===== src/rtl/game_score_keeper.sv =====
// game_score_keeper: BCD score, high score, lives and credits plus the STANDBY/PLAY/GAME_OVER sequencer.
// Every output is registered (event on cycle N seen at N+1). Optional bonus life: define EXTRA_LIFE_EN.
module game_score_keeper #(
`ifdef EXTRA_LIFE_EN
    parameter int EXTRA_LIFE_SCORE = 1500,
`endif
    parameter int LIVES_INIT       = 3,
    parameter int MAX_CREDITS      = 9,
    parameter int UFO_POINTS       = 100,
    parameter int GAME_OVER_FRAMES = 180
) (
    input  logic        clk,
    input  logic        resetN,
    input  logic        startOfFrame,
    input  logic        alienHit,
    input  logic [1:0]  alienRow,
    input  logic        ufoHit,
    input  logic        playerHit,
    input  logic        invasion,
    input  logic        coinIn,
    input  logic        startBtn,
    output logic [15:0] scoreBCD,
    output logic [15:0] highScoreBCD,
    output logic [2:0]  lives,
    output logic [3:0]  credits,
    output logic        standBy,
    output logic        gameEnded
);

    typedef enum logic [1:0] {
        ST_STANDBY   = 2'd0,
        ST_PLAY      = 2'd1,
        ST_GAME_OVER = 2'd2
    } state_t;

    function automatic logic [15:0] to_bcd(input int unsigned v);
        logic [15:0]  r;
        int unsigned  t;
        t = v;
        r = '0;
        for (int i = 0; i < 4; i++) begin
            r[i*4 +: 4] = 4'(t % 10);
            t = t / 10;
        end
        return r;
    endfunction

    // Per-digit decimal add; bit 16 is the carry out of the thousands digit.
    function automatic logic [16:0] bcd_add(input logic [15:0] a, input logic [15:0] b);
        logic [4:0]  dsum;
        logic        carry;
        logic [15:0] r;
        carry = 1'b0;
        r     = '0;
        for (int i = 0; i < 4; i++) begin
            dsum = {1'b0, a[i*4 +: 4]} + {1'b0, b[i*4 +: 4]} + {4'd0, carry};
            if (dsum > 5'd9) begin
                dsum  = dsum + 5'd6;
                carry = 1'b1;
            end else begin
                carry = 1'b0;
            end
            r[i*4 +: 4] = dsum[3:0];
        end
        return {carry, r};
    endfunction

    localparam logic [15:0] UFO_BCD    = to_bcd(UFO_POINTS);
    localparam logic [7:0]  GO_FRAMES  = 8'(GAME_OVER_FRAMES);
    localparam logic [3:0]  CRED_MAX   = 4'(MAX_CREDITS);
    localparam logic [2:0]  LIVES_LOAD = 3'(LIVES_INIT);
`ifdef EXTRA_LIFE_EN
    localparam logic [15:0] BONUS_BCD  = to_bcd(EXTRA_LIFE_SCORE);
`endif

    state_t      state_q,   state_d;
    logic [15:0] score_q,   score_d;
    logic [15:0] high_q,    high_d;
    logic [2:0]  lives_q,   lives_d;
    logic [3:0]  credits_q, credits_d;
    logic [7:0]  frame_q,   frame_d;
    logic        standby_q, standby_d;
    logic        ended_q,   ended_d;
`ifdef EXTRA_LIFE_EN
    logic        bonus_used_q, bonus_used_d;
`endif

    logic        start_ok;
    logic [15:0] alien_bcd;
    logic [15:0] hit_pts;
    logic [16:0] score_sum;
    logic [15:0] score_hit;
    logic [2:0]  lives_tmp;

    always_comb begin
        state_d   = state_q;
        score_d   = score_q;
        high_d    = high_q;
        lives_d   = lives_q;
        credits_d = credits_q;
        frame_d   = frame_q;
`ifdef EXTRA_LIFE_EN
        bonus_used_d = bonus_used_q;
`endif
        lives_tmp = lives_q;

        start_ok = (state_q == ST_STANDBY) && startBtn && (credits_q != 4'd0);

        alien_bcd = 16'h0000;
        if (alienHit) begin
            case (alienRow)
                2'd0:    alien_bcd = 16'h0010;
                2'd1:    alien_bcd = 16'h0020;
                default: alien_bcd = 16'h0030;
            endcase
        end
        // Alien plus UFO points never exceed three digits, so the carry is always clear.
        hit_pts   = 16'(bcd_add(alien_bcd, ufoHit ? UFO_BCD : 16'h0000));
        score_sum = bcd_add(score_q, hit_pts);
        score_hit = score_sum[16] ? 16'h9999 : score_sum[15:0];

        // A coin and a game start in the same cycle cancel out.
        if (start_ok && !coinIn) begin
            credits_d = credits_q - 4'd1;
        end else if (!start_ok && coinIn && (credits_q < CRED_MAX)) begin
            credits_d = credits_q + 4'd1;
        end

        case (state_q)
            ST_STANDBY: begin
                if (start_ok) begin
                    state_d = ST_PLAY;
                    score_d = 16'h0000;
                    lives_d = LIVES_LOAD;
`ifdef EXTRA_LIFE_EN
                    bonus_used_d = 1'b0;
`endif
                end
            end
            ST_PLAY: begin
                score_d = score_hit;
`ifdef EXTRA_LIFE_EN
                // Packed BCD orders the same as the decimal value, so a plain compare works.
                if (!bonus_used_q && (score_q < BONUS_BCD) && (score_hit >= BONUS_BCD)) begin
                    bonus_used_d = 1'b1;
                    if (lives_tmp != 3'd7) begin
                        lives_tmp = lives_tmp + 3'd1;
                    end
                end
`endif
                if (invasion) begin
                    lives_tmp = 3'd0;
                end else if (playerHit && (lives_tmp != 3'd0)) begin
                    lives_tmp = lives_tmp - 3'd1;
                end
                lives_d = lives_tmp;
                if (lives_tmp == 3'd0) begin
                    state_d = ST_GAME_OVER;
                    frame_d = 8'd0;
                    high_d  = (score_hit > high_q) ? score_hit : high_q;
                end
            end
            ST_GAME_OVER: begin
                if (startOfFrame) begin
                    frame_d = frame_q + 8'd1;
                    if ((frame_q + 8'd1) >= GO_FRAMES) begin
                        state_d = ST_STANDBY;
                    end
                end
            end
            default: begin
                state_d = ST_STANDBY;
            end
        endcase

        standby_d = (state_d == ST_STANDBY);
        ended_d   = (state_d == ST_GAME_OVER);
    end

    always_ff @(posedge clk or negedge resetN) begin
        if (!resetN) begin
            state_q   <= ST_STANDBY;
            score_q   <= 16'h0000;
            high_q    <= 16'h0000;
            lives_q   <= 3'd0;
            credits_q <= 4'd0;
            frame_q   <= 8'd0;
            standby_q <= 1'b1;
            ended_q   <= 1'b0;
`ifdef EXTRA_LIFE_EN
            bonus_used_q <= 1'b0;
`endif
        end else begin
            state_q   <= state_d;
            score_q   <= score_d;
            high_q    <= high_d;
            lives_q   <= lives_d;
            credits_q <= credits_d;
            frame_q   <= frame_d;
            standby_q <= standby_d;
            ended_q   <= ended_d;
`ifdef EXTRA_LIFE_EN
            bonus_used_q <= bonus_used_d;
`endif
        end
    end

    assign scoreBCD     = score_q;
    assign highScoreBCD = high_q;
    assign lives        = lives_q;
    assign credits      = credits_q;
    assign standBy      = standby_q;
    assign gameEnded    = ended_q;

endmodule


===== config.mk =====
export PLATFORM = sky130hd
export DESIGN_NAME = game_score_keeper
export DESIGN_NICKNAME = d
export VERILOG_FILES = /design/src/rtl/game_score_keeper.sv
export SDC_FILE = /design/constraint.sdc
export NUM_CORES = 1
export LEC_CHECK = 0
export ABC_AREA = 1
export BUFFER_PORTS_ARGS = -buffer_cell sky130_fd_sc_hd__buf_2
export CORE_UTILIZATION = 35
export DETAILED_ROUTE_END_ITERATION = 16
export HOLD_SLACK_MARGIN = 0.08
export PLACE_DENSITY = 0.54
export SLEW_MARGIN = 20
export SYNTH_ARGS = -nofsm -noshare
export SYNTH_HDL_FRONTEND = slang
export SYNTH_SLANG_ARGS = --single-unit

===== constraint.sdc =====
create_clock -name clk -period 17.6 [get_ports clk]
set_clock_uncertainty 0.1 [all_clocks]
set_input_delay 1.76 -clock clk [delete_from_list [all_inputs] [get_ports clk]]
set_output_delay 1.76 -clock clk [all_outputs]
set_load 0.005 [all_outputs]

==> impl_metrics.yaml <==
floorplanning:
  dieWidth_um: 99.77
  core_area_um2: 9240
  ios: 52
  num_rows: 35
  fp.dieArea_um2: 9954
  initial_utilization_pct: 36.21
  fp.dieH_um: 99.77
clock_network:
  cts-buffers-inserted: 5
  clock_path_buffers: 2
  ctsHoldBuffers: 0
  cts_tree: "yes"
  cts-resized-gates: 0
  clock_sinks: 51
  post_cts_buffers: 0
  htree_levels: 2
  cts.reportedPaths.clkPinSlew_ns: 0.10
  clock_latency_ns: 0.30
  cts_root_buffer: "clkbuf_8"
synth:
  synthFlopType: "dfrtp_1"
  syn-cell-area_um2: 3346
  synthArstFlopShare_pct: 100.0
  synth_fa_ha_area_share_pct: 13.61
  ys_types: 36
  synth_enable_flop_cells: 0
  synthesis.nets: 488
  syn_area_per_cell_um2: 7.552
  synth_compound_area_share_pct: 8.377
  synth_top_family_by_area: "simple AND/OR/NAND/NOR gates"
  synthCells: 443
  synth_seq_area_share_pct: 38.18
  synthSimpleGateAreaFrac_pct: 28.65
  synth_mux_area_share_pct: 0.2992
  synthXorXnorAreaFrac_pct: 2.618
  ys_ff_latch: 51
  yosys_warnings: 0
setup_path:
  crit_type: "primary input to flop"
  critPathRequiredTime_ns: 17.74
  cp_common_cell: "nand2_1"
  r2r_start: "scoreBCD[1]$_DFFE_PN0P_"
  cp.arrival_ns: 7.73
  cpMaxStageDelayCell: "fa_1"
  reg2reg_slack_ns: 10.44
  r2r-end: "highScoreBCD[1]$_DFFE_PN0P_"
  r2r_cells: 37
  cpPeakStageDelay_ns: 0.44
  start_kind: "primary input"
  worstSetupEndpointType: "flop"
  crit_fanout: 16
timing:
  finalCriticalPeriod_ns: 7.588
  rsz0062_at_grt: "no"
  setup_viol: 0
  finalHoldViolations: 0
  whs_ns: 0.4103
  max_freq_mhz: 131.8
  tightest_slew_ns: 0.8599
  fin_crit_sh_pct: 43.11
  slew_headroom_pct: 42.61
  fin_setup_tns_ns: 0
  slew_violations: 0
final_layout:
  fillers: 961
  drive_gt1_share_pct: 15.63
  final_cell_mix: "nand2_1 (160), inv_1 (65), buf_2 (51)"
  syn_to_final_growth_pct: 16.01
  nets: 543
  final_common_cell: "nand2_1"
  antenna_cells: 0
  fin_util_pct: 42.00
detailed_routing:
  drc: 0
  wl_per_cell_um: 12.06
  firstDrtPassIters: 4
  vias_per_cell: 4.545
  via_count: 2854
  drt_iter0_drc: 68
  drt-total-wl_um: 7574
  ant_nets: 0
grt:
  track_usage_pct: 16.31
  grt_pass1_wl_um: 13100
  grt_max_degree: 52
  grt_pass1_vias: 2794
  antenna_found_initial: 0
  grt-ovfl-total: 0
placed_design:
  portBuffers: 51
  dpl.hpwl_um: 5690
  finalWeightedCongestion: 0.8077
min_path:
  hold_depth: 2
  hold_start: "highScoreBCD[10]$_DFFE_PN0P_"
  hold_path_end: "highScoreBCD[10]$_DFFE_PN0P_"
  hold_path_class: "flop to flop"
pwr:
  power.switching_w: 0.0002184
  clkPwrFrac_pct: 19.2
  p_sw_share_pct: 42.75
  leakagePower_nw: 2.193
  p_seq_share_pct: 34.1
  ir_drop_uv: 58.22
  pwr_density_cell_nw_per_um2: 131.7
  p_int_w: 0.0002925
  p_comb_share_pct: 46.7
job:
  maxCapViolCount: 0
status:
  outcome: "complete, no violations"
[cells in the mapped netlist (2+ instances only)]
cell type	n	area [um2]
o21a_1	2	15.01
dfrtp_1	50	1251
ha_1	30	375.4
nand3_1	27	135.1
o21ai_0	17	85.08
o21bai_1	2	15.01
nand4_1	4	25.02
a21oi_1	9	45.04
xor2_1	6	52.55
nand2_1	160	600.6
a22o_1	3	26.28
xnor2_1	4	35.03
nand2_2	6	37.54
buf_2	2	10.01
inv_2	2	7.510
nor2_4	2	22.52
nor2_1	26	97.59
inv_1	65	244.0
o22ai_1	4	25.02
or2_2	3	18.77
fa_1	4	80.08
[through the flow]
step	total power [W]	instances	setup WS (ns)	cell area, um2
after floorplan	0.0003476	443	10.50	3346
after global placement	0.0004163	620	9.907	3745
after detailed placement	0.0004176	620	9.731	3745
after CTS	0.0005187	628	10.01	3881
after global routing	0.0005630	628	9.435	3881
final	0.0005110	628	10.01	3881
[logic make-up (layout without fill, tap and decap cells)]
kind of cell | count (synthesis) | after routing
buf+inv | 71 | 127
xor+xnor | 10 | 10
simple gates | 231 | 231
fa+ha+maj | 34 | 34
flops | 51 | 51
mux | 1 | 1
compound gates | 45 | 45
[state kept, by name, summed over array words and instances (netlist names)]
name,flops
credits,4
frame_q,8
gameEnded,1
highScoreBCD,16
lives,3
scoreBCD,16
standBy,1
state_q,2
[critical path, delay by kind of cell]
kind	cells	cell delay [ns]
simple gates	17	2.46
fa+ha+maj	7	2.21
buf+inv	7	0.53
xor+xnor	2	0.49
compound gates	2	0.26
[layer usage]
| metal | GRT usage, % | vias up | wire length (um) |
|---|---|---|---|
| met2 | 26.95 | 45 | 3399 |
| met5 | 0 | - | 0 |
| met3 | 2.228 | 2 | 215 |
| met1 | 22.64 | 1303 | 3913 |
| li1 | - | 1504 | - |
| met4 | 3.959 | 0 | 46 |
[final cells by class]
class	count	area, um2	share of cell area [%]
repair buffers	52	262.8	6.770
clock buffers	5	68.82	1.773
well taps	129	161.4	4.159
multi-input cells	321	1792	46.16
clock inverters	3	67.56	1.741
inverters	67	251.5	6.480
flip-flops and latches	51	1277	32.91
[worst max-delay path by stage]
stage	startpoint	slack [ns]	end	depth (start not counted)
5_1_grt	alienRow[0]	9.43	highScoreBCD[12]$_DFFE_PN0P_	40
3_5_place_dp	alienRow[0]	9.73	highScoreBCD[11]$_DFFE_PN0P_	35
6_report	alienRow[0]	10.01	highScoreBCD[1]$_DFFE_PN0P_	35
3_3_place_gp	alienRow[0]	9.91	highScoreBCD[15]$_DFFE_PN0P_	35
4_1_cts	alienRow[0]	10.01	highScoreBCD[5]$_DFFE_PN0P_	35
2_1_floorplan	alienRow[0]	10.50	highScoreBCD[10]$_DFFE_PN0P_	35
[power groups by stage]
stage / sequential, W / combinational [W] / clock [W]
5_1_grt: 0.000179 / 0.000278 / 0.000105
3_5_place_dp: 0.000177 / 0.000241 / 0
4_1_cts: 0.000174 / 0.000242 / 0.000102
6_report: 0.000174 / 0.000239 / 0.0000980
3_3_place_gp: 0.000177 / 0.000239 / 0
2_1_floorplan: 0.000173 / 0.000175 / 0
No activity file was read; power rests on OpenSTA's default activity.
